[src/rtl/hash_arbiter.sv]
// Shares one SHAKE core among NUM_REQ hash clients; latches starts, grants round-robin, routes to owner until force-done ack.
// Define HASH_ARB_FIXED_PRIO_EN to make the lowest pending index always win instead of round-robin.
module hash_arbiter #(
   parameter int NUM_REQ = 3,
   parameter int ADDR_W  = 5
) (
   input  logic                    i_clk,
   input  logic                    i_rst,
   input  logic [NUM_REQ-1:0]      i_req_start,
   input  logic [32*NUM_REQ-1:0]   i_req_data_in,
   input  logic [32*NUM_REQ-1:0]   i_req_in_len,
   input  logic [32*NUM_REQ-1:0]   i_req_out_len,
   input  logic [NUM_REQ-1:0]      i_req_ready,
   input  logic [NUM_REQ-1:0]      i_req_force_done,
   output logic [ADDR_W-1:0]       o_req_addr,
   output logic [NUM_REQ-1:0]      o_req_rd_en,
   output logic [31:0]             o_req_data_out,
   output logic [NUM_REQ-1:0]      o_req_valid,
   output logic [NUM_REQ-1:0]      o_req_force_done_ack,
   output logic [NUM_REQ-1:0]      o_grant,
   output logic                    o_hash_start,
   output logic [31:0]             o_hash_data_in,
   output logic [31:0]             o_hash_input_length,
   output logic [31:0]             o_hash_output_length,
   output logic                    o_hash_data_out_ready,
   output logic                    o_hash_force_done,
   input  logic [ADDR_W-1:0]       i_hash_addr,
   input  logic                    i_hash_rd_en,
   input  logic [31:0]             i_hash_data_out,
   input  logic                    i_hash_data_out_valid,
   input  logic                    i_hash_force_done_ack
);
   localparam int IDX_W = $clog2(NUM_REQ);

   typedef enum logic [1:0] {IDLE, GRANT, BUSY, FLUSH} state_t;
   state_t state, state_nxt;

   logic [NUM_REQ-1:0] pend, grant, win_oh, win_clr;
   logic [IDX_W-1:0]   owner, rr_ptr, win;
   logic               win_vld;
   logic [31:0]        in_len, out_len, win_in_len, win_out_len, own_data;
   logic               own_ready, own_fd, force_done, busy, take, done;

`ifndef HASH_ARB_FIXED_PRIO_EN
   logic [2*NUM_REQ-1:0] pend_dbl;
   logic [IDX_W-1:0]     off;
   logic [IDX_W:0]       sum;
`endif

   always_comb begin
      win     = '0;
      win_vld = 1'b0;
`ifdef HASH_ARB_FIXED_PRIO_EN
      for (int i = NUM_REQ-1; i >= 0; i--) begin
         if (pend[i]) begin
            win     = IDX_W'(i);
            win_vld = 1'b1;
         end
      end
`else
      // Rotate pending so bit 0 is rr_ptr, pick first set, then rotate the offset back.
      pend_dbl = {pend, pend} >> rr_ptr;
      off      = '0;
      for (int j = NUM_REQ-1; j >= 0; j--) begin
         if (pend_dbl[j]) begin
            off     = IDX_W'(j);
            win_vld = 1'b1;
         end
      end
      sum = {1'b0, rr_ptr} + {1'b0, off};
      if (sum >= (IDX_W+1)'(NUM_REQ))
         sum = sum - (IDX_W+1)'(NUM_REQ);
      win = sum[IDX_W-1:0];
`endif
   end

   always_comb begin
      win_in_len  = '0;
      win_out_len = '0;
      own_data    = '0;
      own_ready   = 1'b0;
      own_fd      = 1'b0;
      for (int i = 0; i < NUM_REQ; i++) begin
         if (win == IDX_W'(i)) begin
            win_in_len  = i_req_in_len[32*i +: 32];
            win_out_len = i_req_out_len[32*i +: 32];
         end
         if (owner == IDX_W'(i)) begin
            own_data  = i_req_data_in[32*i +: 32];
            own_ready = i_req_ready[i];
            own_fd    = i_req_force_done[i];
         end
      end
   end

   assign busy    = (state == BUSY);
   assign take    = (state == IDLE) && win_vld;
   assign done    = (state == FLUSH) && i_hash_force_done_ack;
   assign win_oh  = {{(NUM_REQ-1){1'b0}}, 1'b1} << win;
   assign win_clr = take ? win_oh : '0;

   always_comb begin
      state_nxt = state;
      case (state)
         IDLE:    if (win_vld) state_nxt = GRANT;
         GRANT:   state_nxt = BUSY;
         BUSY:    if (own_fd) state_nxt = FLUSH;
         FLUSH:   if (i_hash_force_done_ack) state_nxt = IDLE;
         default: state_nxt = IDLE;
      endcase
   end

   always_ff @(posedge i_clk) begin
      if (i_rst) begin
         state      <= IDLE;
         pend       <= '0;
         grant      <= '0;
         owner      <= '0;
         rr_ptr     <= '0;
         in_len     <= '0;
         out_len    <= '0;
         force_done <= 1'b0;
      end else begin
         state      <= state_nxt;
         pend       <= (pend & ~win_clr) | i_req_start;
         force_done <= busy & own_fd;
         if (take) begin
            owner   <= win;
            grant   <= win_oh;
            in_len  <= win_in_len;
            out_len <= win_out_len;
         end
         if (done) begin
            grant   <= '0;
            in_len  <= '0;
            out_len <= '0;
            rr_ptr  <= (owner == IDX_W'(NUM_REQ-1)) ? '0 : owner + 1'b1;
         end
      end
   end

   // Owner routing is purely combinational on the registered owner.
   assign o_grant               = grant;
   assign o_hash_start          = (state == GRANT);
   assign o_hash_force_done     = force_done;
   assign o_hash_input_length   = in_len;
   assign o_hash_output_length  = out_len;
   assign o_hash_data_in        = busy ? own_data : '0;
   assign o_hash_data_out_ready = busy & own_ready;
   assign o_req_addr            = busy ? i_hash_addr : '0;
   assign o_req_data_out        = busy ? i_hash_data_out : '0;
   assign o_req_rd_en           = {NUM_REQ{busy & i_hash_rd_en}} & grant;
   assign o_req_valid           = {NUM_REQ{busy & i_hash_data_out_valid}} & grant;
   assign o_req_force_done_ack  = {NUM_REQ{done}} & grant;
endmodule

[config.mk]
export PLATFORM = sky130hd
export DESIGN_NAME = hash_arbiter
export DESIGN_NICKNAME = d
export VERILOG_FILES = /design/src/rtl/hash_arbiter.sv
export SDC_FILE = /design/constraint.sdc
export NUM_CORES = 1
export LEC_CHECK = 0
export CAP_MARGIN = 20
export CORE_AREA = 2 2 191 193
export DETAILED_ROUTE_END_ITERATION = 8
export DIE_AREA = 0 0 193 195
export HOLD_SLACK_MARGIN = 0.03
export PLACE_DENSITY = 0.47
export SYNTH_ARGS = -nofsm -noshare
export SYNTH_HDL_FRONTEND = slang
export SYNTH_SLANG_ARGS = --single-unit
[constraint.sdc]
create_clock -name i_clk -period 4.5 [get_ports i_clk]
set_input_delay 0.9 -clock i_clk [delete_from_list [all_inputs] [get_ports i_clk]]
set_output_delay 0.9 -clock i_clk [all_outputs]
set_load 0.01 [all_outputs]
# == Word-level counts from Yosys, hierarchy flattened ==
# Index checks and enable logic that the tools add are counted.
# op_classes
n_eq_ne,10
magnitude_cmp,1
bitwise_logic,10
n_reduce_logical,7
mux,31
shifts,2
n_addsub,3
# ops
op,n
two-way mux 32 bit,11
two-way mux 2 bit,8
bitwise AND 3 bit,4
two-way mux 1 bit,9
"== test 2 bit, second input constant",4
one-hot mux 2 bit (4 select lines),1
"== test 2 x 1 -> 1 bit, second input constant",3
logical NOT 2 bit,3
"!= test 2 bit, second input constant",3
right shift 6 x 2 -> 3 bit,1
two-way mux 5 bit,1
bitwise AND 1 bit,4
adder 2 x 2 -> 3 bit,1
">= comparator 3 x 2 -> 1 bit, second input constant",1
two-way mux 3 bit,1
inverter 3 bit,1
OR 3 bit,1
AND reduction 3 bit,1
"left shift 1 x 2 -> 3 bit, first input constant",1
"adder 2 x 1 -> 2 bit, second input constant",1
logical AND 1 bit,2
OR reduction 2 bit,1
"subtractor 2 bit, second input constant",1
# word_totals
inputBits,339
out_inout_bits,148
register_bits,77
word_cells,72

# == Logic depth before layout (Yosys ltp) ==
# Gate-level depths: netlist (run 1).
# logic_depth
word_depth,12
depth_mapped,16

# == Least setup slack after synthesis (run 1) ==
# No wires, ideal clock.
# synth_path
path_kind,reg-to-reg
from,reg pend[1]
to,"reg out_len[10], in the netlist o_hash_output_length[10]"
path_stages_with_launch,16
t_required_ns,4.378
n_path_buf,3
path_slack_ns,1.537
setup_ns,0.122
t_arrival_ns,2.841
path_cell_list,dfxtp_1 > buf_2 > nor2b_1 > a22oi_1 > a21oi_1 > ha_1 > inv_1 > fa_1 > inv_1 > ha_1 > nand3b_1 > o21ai_1 > buf_4 > buf_4 > mux2i_1 > o21ai_1
# synth_via
elab_chain_cells,11
elab_cells_between_ends,18
classes_between,add/sub (2); order compare (1); eq/ne (2); shift (1); mux (10); reduce/logical (2)
# synth_lines
item,line_no,rtl
start: declaration,38,"logic [NUM_REQ-1:0] pend, grant, win_oh, win_clr;"
start signal: assignment,125,pend <= (pend & ~win_clr) | i_req_start;
right shift 6 x 2 -> 3 bit (*),62,"pend_dbl = {pend, pend} >> rr_ptr;"
two-way mux 2 bit (3 in a row),65,if (pend_dbl[j]) begin
adder 2 x 2 -> 3 bit,70,"sum = {1'b0, rr_ptr} + {1'b0, off};"
>= comparator 3 x 2 -> 1 bit or subtractor 2 bit (tied branches),"71, 72",
two-way mux 2 bit,71,if (sum >= (IDX_W+1)'(NUM_REQ))
logical NOT 2 bit,84,if (win == IDX_W'(i)) begin
two-way mux 32 bit (3 in a row),84,
end signal: assignment,131,out_len <= win_out_len;
end: declaration,41,"logic [31:0] in_len, out_len, win_in_len, win_out_len, own_data;"
# Every way passes the cells marked *; elsewhere a longest branch is shown, timed or not.
# A chain may end at the register's enable or synchronous reset.

# == Worst setup path after layout (run 1) ==
# layout_path
from,reg pend[1]
to,"reg in_len[20], in the netlist o_hash_input_length[20]"
# layout_via
elab_chain_cells,11
elab_cells_between_ends,18
classes_between,add/sub (2); order compare (1); eq/ne (2); shift (1); mux (10); reduce/logical (2)
# layout_lines
item,line_no,rtl
right shift 6 x 2 -> 3 bit (*),62,
two-way mux 2 bit (3 in a row),65,
adder 2 x 2 -> 3 bit,70,
>= comparator 3 x 2 -> 1 bit or subtractor 2 bit (tied branches),"71, 72",
two-way mux 2 bit,71,
logical NOT 2 bit,84,
two-way mux 32 bit (3 in a row),84,
end signal: assignment,130,in_len <= win_in_len;
end: declaration,41,
# Marked as above.

==> out/results.ini, run 1 <==
[routing]
drt-pass1-iter-count=6
vias=6361
drtIter0Drc=193
avgViaCountPerCell=4.19
post_drt_wl_per_cell_microns=19.4
final_antenna_net_count=0
wirelength_microns=29500
drc_errors=0

[worst_setup_path]
path_buf_inv=3
path_max_fanout=38
arrival_ns=3.81
crit_type=register to register
worstPathRequired_ns=4.72
critical-path-top-delay-family=adder cells
slowest_stage=fa_1
slowest_delay_ns=0.57
worst_setup_path_end_kind=register
start_kind=register
crit_path_cell_trace=nor2b_1 > a22oi_1 > a21oi_1 > ha_1 > inv_1 > fa_1 > inv_1 > ha_1 > nand3b_1 > o21ai_4 > buf_4 > mux2i_1 > o21ai_0

[die]
die_x_microns=193
core_sq_um=35400
die_area_sq_um=37600
die_y_microns=195
initial_core_util_pct=14.5
ioPinCount=487
rows=69

[global_route]
grt_pass1_wl_microns=41500
grt_max_degree=58
grt_use_total_pct=14.7
grt_pass1_vias=6740
antenna_found_initial=4
grt_remaining_overflow=0

[clocking]
cts_tree=done
clk_pin_slew_worst_paths_ns=0.06
post_cts_buffers=0
cts_made_buffers=9
cts.repair.resized=0
numClockSinks=77
clockBufferDepth=2
clk_latency_ns=0.35
hold_buffers=0
htree_levels=3
cts_root_buf=clkbuf_16

[cells_and_area]
drive_gt1_share_pct=3.42
nets=1394
fillCellCount=3813
synthToLayoutAreaGrowth_pct=108
seqCellArea_sq_um=1540
fin_cells=1517
multiInputGateArea_sq_um=3260
final_design_area_no_fill_sq_um=10700

[synth]
synth.most_common_cell=mux2i_1
synth_top_cell_area_share_pct=30.0
ys_seq_area_share_pct=30.0
ys_warn_count=0
synth_common_cells=102 x mux2i_1, 77 x dfxtp_1, 70 x and2_1
ys_ff_latch=77
ys.flop_type=dfxtp_1
syn_inst=595
synth_area_per_cell_sq_um=8.64
ys_top_cells_by_area=dfxtp_1 30%, mux2i_1 20%, a32oi_1 11%, and2_1 8.5%, o21ai_1 5.8%
synth-async-reset-ratio_pct=0
netlist_area_sq_um=5140
ys_types=41
syn_nets=941
synth_edf_count=0
synth_top_cell_by_area=dfxtp_1

[place]
dp_hpwl_microns=23600
place_inst=1498
place_area_sq_um=10400
place_congestion=0.760
io_buffer_count=486
place_ws_ns=0.923

[timing]
finClkSkew_ns=0.00980
fin_tns_setup_ns=0
min_period_ns=3.59
fin_ws_ns=0.906
rsz0062_at_grt=no
timing.final.crit_share_pct=79.9
setup_violations=0
slew_headroom_pct=46.6
maxSlewViolCount=0
worst_slew_pin_slew_ns=0.801
hold_viol_final=0
max_freq_mhz=278
timing.hold.ws_ns=0.468

[power_and_ir_drop]
p_per_area_nw_per_um2=429
vdd_drop_max_v=0.000184
p_leak_nw=3.90

[run_status]
status=finished, final reports clean

[min_path]
hold_class=register to register

[job]
cap_viol_max_count=0

## kinds of logic (layout without fill, tap and decap cells)
family | Yosys count | in the layout | synth area share, %
and+or+nand+nor | 160 | 160 | 16.8
adders and majority gates | 7 | 7 | 1.85
other | 0 | 3 | 0
buffers and inverters | 64 | 522 | 7.28
AOI/OAI and AO/OA | 185 | 185 | 24.2
muxes | 102 | 102 | 19.9
DFF | 77 | 77 | 30.0
## layout by cell type (no fill, tap or decap), types with 13 or more instances in the layout
master,n
a32oi_1,64
and2_1,70
buf_4,13
clkdlybuf4s50_1,486
dfxtp_1,76
mux2i_1,101
nand2_1,42
nor2_1,16
o21ai_0,39
o21ai_1,59
## through the flow
step                      power [mW]  util [%]
after floorplan                 2.47         -
after global placement          3.93      29.3
after detailed placement        3.92      29.3
after CTS                       4.70      30.2
after global routing            4.90      30.2
final                           4.59      30.2
## flip-flops by register name (all words and copies together), names as in the netlist
signal,count
pend,3
owner,2
state,2
o_hash_force_done,1
o_hash_input_length,32
rr_ptr,2
o_hash_output_length,32
o_grant,3
## power by group
group	leakage, nW	switching, mW	internal (mW)
Sequential	0.634	0.199	0.964
Clock	0.141	0.311	0.430
Combinational	3.12	1.32	1.37
Total	3.90	1.83	2.76
## layer usage
layer	global-route usage (%)	vias up	routed length, microns
met2	27.5	320	15000
met4	4.60	4	516
li1	-	3119	-
met1	14.4	2892	10400
met5	0	-	27
met3	6.43	26	3520
## final timing paths
path	slack (ns)	start	cells after the start	to
max	0.91	pend[1]	13	o_hash_input_length[20]
min	0.47	o_hash_output_length[29]	2	o_hash_output_length[29]
max reg2reg	0.91	pend[1]	13	o_hash_input_length[20]
min reg2reg	0.47	o_hash_output_length[29]	2	o_hash_output_length[29]
## final cells by class
cell class,instances,share of cell area (%)
diodes,3,0.0703
multi-input cells,454,30.6
flip-flops and latches,77,14.4
clock inverters,4,0.457
clock buffers,12,2.21
inverters,6,0.211
repair buffers,500,46.6
well taps,461,5.40
## worst reg2reg max path, stage by stage (launching register included)
cell and delay, ns:
dfxtp_1 0.49, nor2b_1 0.23, a22oi_1 0.11, a21oi_1 0.17, ha_1 0.16, inv_1 0.05
fa_1 0.57, inv_1 0.08, ha_1 0.24, nand3b_1 0.30, o21ai_4 0.12, buf_4 0.54
mux2i_1 0.32, o21ai_0 0.09
(Power assumes the default switching activity.)
==> run 2: changes to the inputs <==
- PLACE_DENSITY: 0.47 -> 0.48
- clock period: 4.5 -> 3 ns (I/O delays scaled with it)
==> run 2 against run 1 <==
Via count up 4.0%. Wire length up 5.0%. Sequential power increased by 49%. Sequential cell count unchanged. Design area up 5.8%. Hold slack improved by 0.0034 ns. First-iteration DRC count is 8.8% lower. Largest cell class unchanged. Die area unchanged. Combinational power rose by 74%. Critical path type unchanged.
==> out/results.ini, run 2 (same netlist as run 1, synthesis figures left out) <==
[worst_setup_path]
rr_endpoint=o_hash_input_length[1]
worstPathRequired_ns=3.23
ff2ff_setup_slack_ns=0.01
timing.rr.start=pend[1]
worst_setup_path_end_kind=register
slowest_delay_ns=0.58
crit_path_cell_trace=nor2b_4 > a22oi_2 > a21oi_2 > ha_2 > inv_2 > fa_1 > inv_2 > ha_4 > nand3b_1 > buf_4 > mux2i_4 > buf_12 > buf_12 > buf_16 > mux2i_1 > o21ai_1
reg2reg_depth=16
crit_type=register to register
arrival_ns=3.22
slowest_stage=fa_1
path_max_fanout=5
start_kind=register

[clocking]
clk_pin_slew_worst_paths_ns=0.07
cts_tree=done
clk_latency_ns=0.35
hold_buffers=0
numClockSinks=77
cts_made_buffers=9
cts_root_buf=clkbuf_16
clockBufferDepth=2
htree_levels=3

[timing]
hold_viol_final=0
max_freq_mhz=335
maxSlewViolCount=0
finClkSkew_ns=0.00782
slew_headroom_pct=69.0
timing.hold.ws_ns=0.472
worst_slew_pin_slew_ns=0.465
min_period_ns=2.99
timing.final.crit_share_pct=99.6
fin_ws_ns=0.0125
rsz0062_at_grt=yes
fin_tns_setup_ns=0
setup_violations=0

[die]
die_y_microns=195
ioPinCount=487
die_x_microns=193
rows=69
die_area_sq_um=37600
initial_core_util_pct=14.5
core_sq_um=35400

[run_status]
status=finished, final reports clean

[routing]
drc_errors=0
vias=6614
wirelength_microns=30900
drtIter0Drc=176
drt-pass1-iter-count=5
post_drt_wl_per_cell_microns=19.9
avgViaCountPerCell=4.26
final_antenna_net_count=0

[power_and_ir_drop]
power_mw=7.50
vdd_drop_max_v=0.000304
p_leak_nw=4.15
p_per_area_nw_per_um2=664

[cells_and_area]
synthToLayoutAreaGrowth_pct=120
drive_gt1_share_pct=8.92
fin_cells=1551
fillCellCount=3759
layout_commonest_cell=clkdlybuf4s50_1
final_design_area_no_fill_sq_um=11300
fin_util_pct=31.9
nets=1429
layout_common_cells=486 x clkdlybuf4s50_1, 94 x mux2i_1, 72 x dfxtp_1
seqCellArea_sq_um=1550
multiInputGateArea_sq_um=3370

[place]
place_inst=1521
io_buffer_count=486
place_ws_ns=-0.123
dp_hpwl_microns=24000
place_area_sq_um=10700
place_congestion=0.785

[global_route]
grt_max_degree=80
grt_pass1_wl_microns=43600
grt_remaining_overflow=0
grt_use_total_pct=15.5
grt_pass1_vias=7040
antenna_found_initial=6

[job]
cap_viol_max_count=0

[min_path]
hold_class=register to register
whs_endpoint=o_hash_output_length[21]
hold_start=o_hash_output_length[21]
hold_depth=2

==> run 2: cell count changes in the layout (fill, tap and decap cells not counted), sizes merged <==
cell	previous run	this run
buf	14	48
clkbuf	12	11
clkinvlp	0	1
==> run 2: timing repair <==
| action | in CTS | in global routing |
|---|---|---|
| buffers inserted | 6 | 2 |
| cloned | 4 | 1 |
| endpoints found under the setup margin | 64 | 60 |
| pin swaps | 3 | 7 |
| resized for setup | 21 | 23 |
==> run 2: layout make-up <==
type | count | share of cell area [%]
Antenna cell | 3 | 0.0664
Clock buffer | 10 | 2.03
Clock inverter | 5 | 0.465
Inverter | 6 | 0.199
Multi-Input combinational cell | 454 | 29.8
Sequential cell | 77 | 13.7
Tap cell | 461 | 5.10
Timing Repair Buffer | 535 | 48.6
==> run 2: worst max-delay path, delay by kind of cell (launching register included) <==
| family | cells | cell delay, ns |
|---|---|---|
| AO/OA/AOI/OAI | 3 | 0.31 |
| adder cells (fa/ha/maj) | 3 | 0.93 |
| buffers and inverters | 6 | 0.63 |
| flip-flops | 1 | 0.35 |
| multiplexers | 2 | 0.32 |
| AND/OR/NAND/NOR | 2 | 0.34 |
==> run 2: where the power goes <==
group	switching [mW]	internal [mW]
logic	2.17	2.49
clock network	0.475	0.637
registers	0.277	1.45
total	2.92	4.58
==> run 2: how the worst max path moves through the flow <==
stage	startpoint	endpoint	slack [ns]
after global placement	rr_ptr[1]	o_hash_input_length[7]	-0.04
final	pend[1]	o_hash_input_length[1]	0.01
after global routing	pend[2]	o_hash_input_length[1]	-0.14
after detailed placement	rr_ptr[1]	o_hash_input_length[7]	-0.12
after CTS	pend[2]	o_hash_input_length[5]	0.03
after floorplan	pend[1]	o_hash_output_length[10]	0.04
==> run 2: routing by layer <==
layer	wire, microns	vias to the layer above	GRT usage, %
met2	15500	323	28.2
met3	3440	36	6.06
met1	11500	3061	16.5
met4	508	6	3.76
li1	-	3188	-
met5	41	-	0
==> run 3: changes to the inputs <==
- CELL_PAD_IN_SITES_DETAIL_PLACEMENT: default -> 1
- CELL_PAD_IN_SITES_GLOBAL_PLACEMENT: default -> 1
- CORE_AREA: 2 2 191 193 -> 2 2 188 190
- DIE_AREA: 0 0 193 195 -> 0 0 190 192
- PLACE_DENSITY: 0.48 -> default
- PLACE_DENSITY_LB_ADDON: default -> 0.1
==> run 3 against run 2 <==
The run now ends with negative setup slack left. Critical path depth decreased by 1. Largest cell class unchanged. Largest power group unchanged. Design area is 3.8% higher. Final cell count is essentially flat.
==> out/results.ini, run 3 (same netlist as run 1, synthesis figures left out) <==
[worst_setup_path]
path_max_fanout=8
worstPathRequired_ns=3.24
reg2reg_depth=15
start_kind=register
crit_type=register to register
arrival_ns=3.26
crit_start=pend[0]
crit_end=o_hash_input_length[11]
worst_setup_path_end_kind=register
rr_endpoint=o_hash_input_length[11]
ff2ff_setup_slack_ns=-0.02
timing.rr.start=pend[0]

[clocking]
cts_made_buffers=9
cts_root_buf=clkbuf_16
cts_tree=done
clockBufferDepth=2
clk_latency_ns=0.35
clk_pin_slew_worst_paths_ns=0.07
hold_buffers=0
htree_levels=3
numClockSinks=77

[routing]
drt-pass1-iter-count=4
drtIter0Drc=126
post_drt_wl_per_cell_microns=19.8
drc_errors=0
final_antenna_net_count=0
wirelength_microns=30700
avgViaCountPerCell=4.25
vias=6600

[cells_and_area]
drive_gt1_share_pct=12.5
seqCellArea_sq_um=1550
multiInputGateArea_sq_um=3550
synthToLayoutAreaGrowth_pct=128
layout_common_cells=486 x clkdlybuf4s50_1, 94 x mux2i_1, 72 x dfxtp_1
nets=1437
layout_commonest_cell=clkdlybuf4s50_1
fillCellCount=3859

[global_route]
antenna_found_initial=1
grt_pass1_wl_microns=42800
grt_pass1_vias=6934
grt_remaining_overflow=0
grt_use_total_pct=15.5
grt_max_degree=77

[power_and_ir_drop]
p_per_area_nw_per_um2=680
power_mw=7.98
vdd_drop_max_v=0.000396
p_leak_nw=4.37

[place]
place_congestion=0.717
io_buffer_count=486
dp_hpwl_microns=23000

[min_path]
hold_start=o_hash_input_length[26]
hold_class=register to register

[die]
ioPinCount=487
die_x_microns=190
die_area_sq_um=36500
rows=68
initial_core_util_pct=15.0
die_y_microns=192
core_sq_um=34300

[timing]
finClkSkew_ns=0.0111
timing.final.crit_share_pct=101
setup_violations=2
max_freq_mhz=332
worst_slew_pin_slew_ns=0.377
hold_viol_final=0
slew_headroom_pct=74.7
fin_tns_setup_ns=-0.0249
rsz0062_at_grt=yes
maxSlewViolCount=0
fin_ws_ns=-0.0162
min_period_ns=3.02

[run_status]
status=complete, but fails checks
violations=negative setup slack

[job]
cap_viol_max_count=0

==> run 3: cell types whose count changed in the layout (fill, tap and decap cells not counted), sizes merged <==
cell and delta:
diode -2, bufinv +2, clkinv -3, inv +2, clkbuf +5, buf +3
==> run 3: how the worst min path moves through the flow <==
stage	to	cells after the start
after floorplan	state[1]	2
after global placement	o_hash_input_length[19]	2
after detailed placement	o_hash_input_length[26]	2
after CTS	o_hash_input_length[23]	2
after global routing	o_hash_input_length[29]	2
final	o_hash_input_length[26]	2
==> run 3: power breakdown <==
part	leakage, nW	total, mW	internal [mW]	switching (mW)
clock	0.170	1.36	0.844	0.514
sequential	0.635	1.71	1.45	0.260
combinational	3.56	4.91	2.65	2.26
total	4.37	7.98	4.94	3.04
==> run 3: per-layer routing <==
layer	vias to the layer above	global-route usage, %	wire length (microns)
met3	22	4.99	2590
met1	3095	16.9	11800
met4	0	4.03	417
li1	3197	-	-
met5	-	0	0
met2	286	28.8	15900
==> run 3: layout make-up <==
class	instances	share of cell area, %
Clock buffer	10	2.04
Tap cell	455	4.85
Inverter	6	0.213
Timing Repair Buffer	543	48.4
Clock inverter	6	0.981
Multi-Input combinational cell	454	30.3
Sequential cell	77	13.2
Antenna cell	1	0.0213
==> run 3: timing repair <==
action                     4_1_cts  5_1_grt
setup endpoints to repair       82       85
pin swaps                        8       22
gates cloned                     2        7
resized for setup               29       54
buffers inserted                 6        3
==> run 3: per-stage QoR <==
step / std cells / setup WS [ns] / cell area (sq um) / hold WS [ns] / util, %
final: 1552 / -0.0162 / 11700 / 0.476 / 34.2
after global routing: 1552 / -0.183 / 11700 / 0.496 / 34.2
after CTS: 1541 / 0.0245 / 11300 / 0.480 / 32.9
after detailed placement: 1518 / -0.0902 / 10700 / 0.463 / 31.2
after global placement: 1518 / -0.0543 / 10700 / 0.450 / 31.2
after floorplan: 595 / 0.0373 / 5140 / 0.482 / -
==> run 3: worst max-delay path, stage by stage (launching register included) <==
cell,delay [ns]
dfxtp_4,0.37
buf_4,0.13
nand3b_1,0.14
o21ai_1,0.08
a32oi_1,0.06
o22a_1,0.22
fa_1,0.53
inv_2,0.07
ha_4,0.16
nand3b_1,0.19
buf_6,0.15
mux2i_4,0.20
buf_12,0.15
clkbuf_16,0.16
mux2i_2,0.22
o21ai_2,0.06
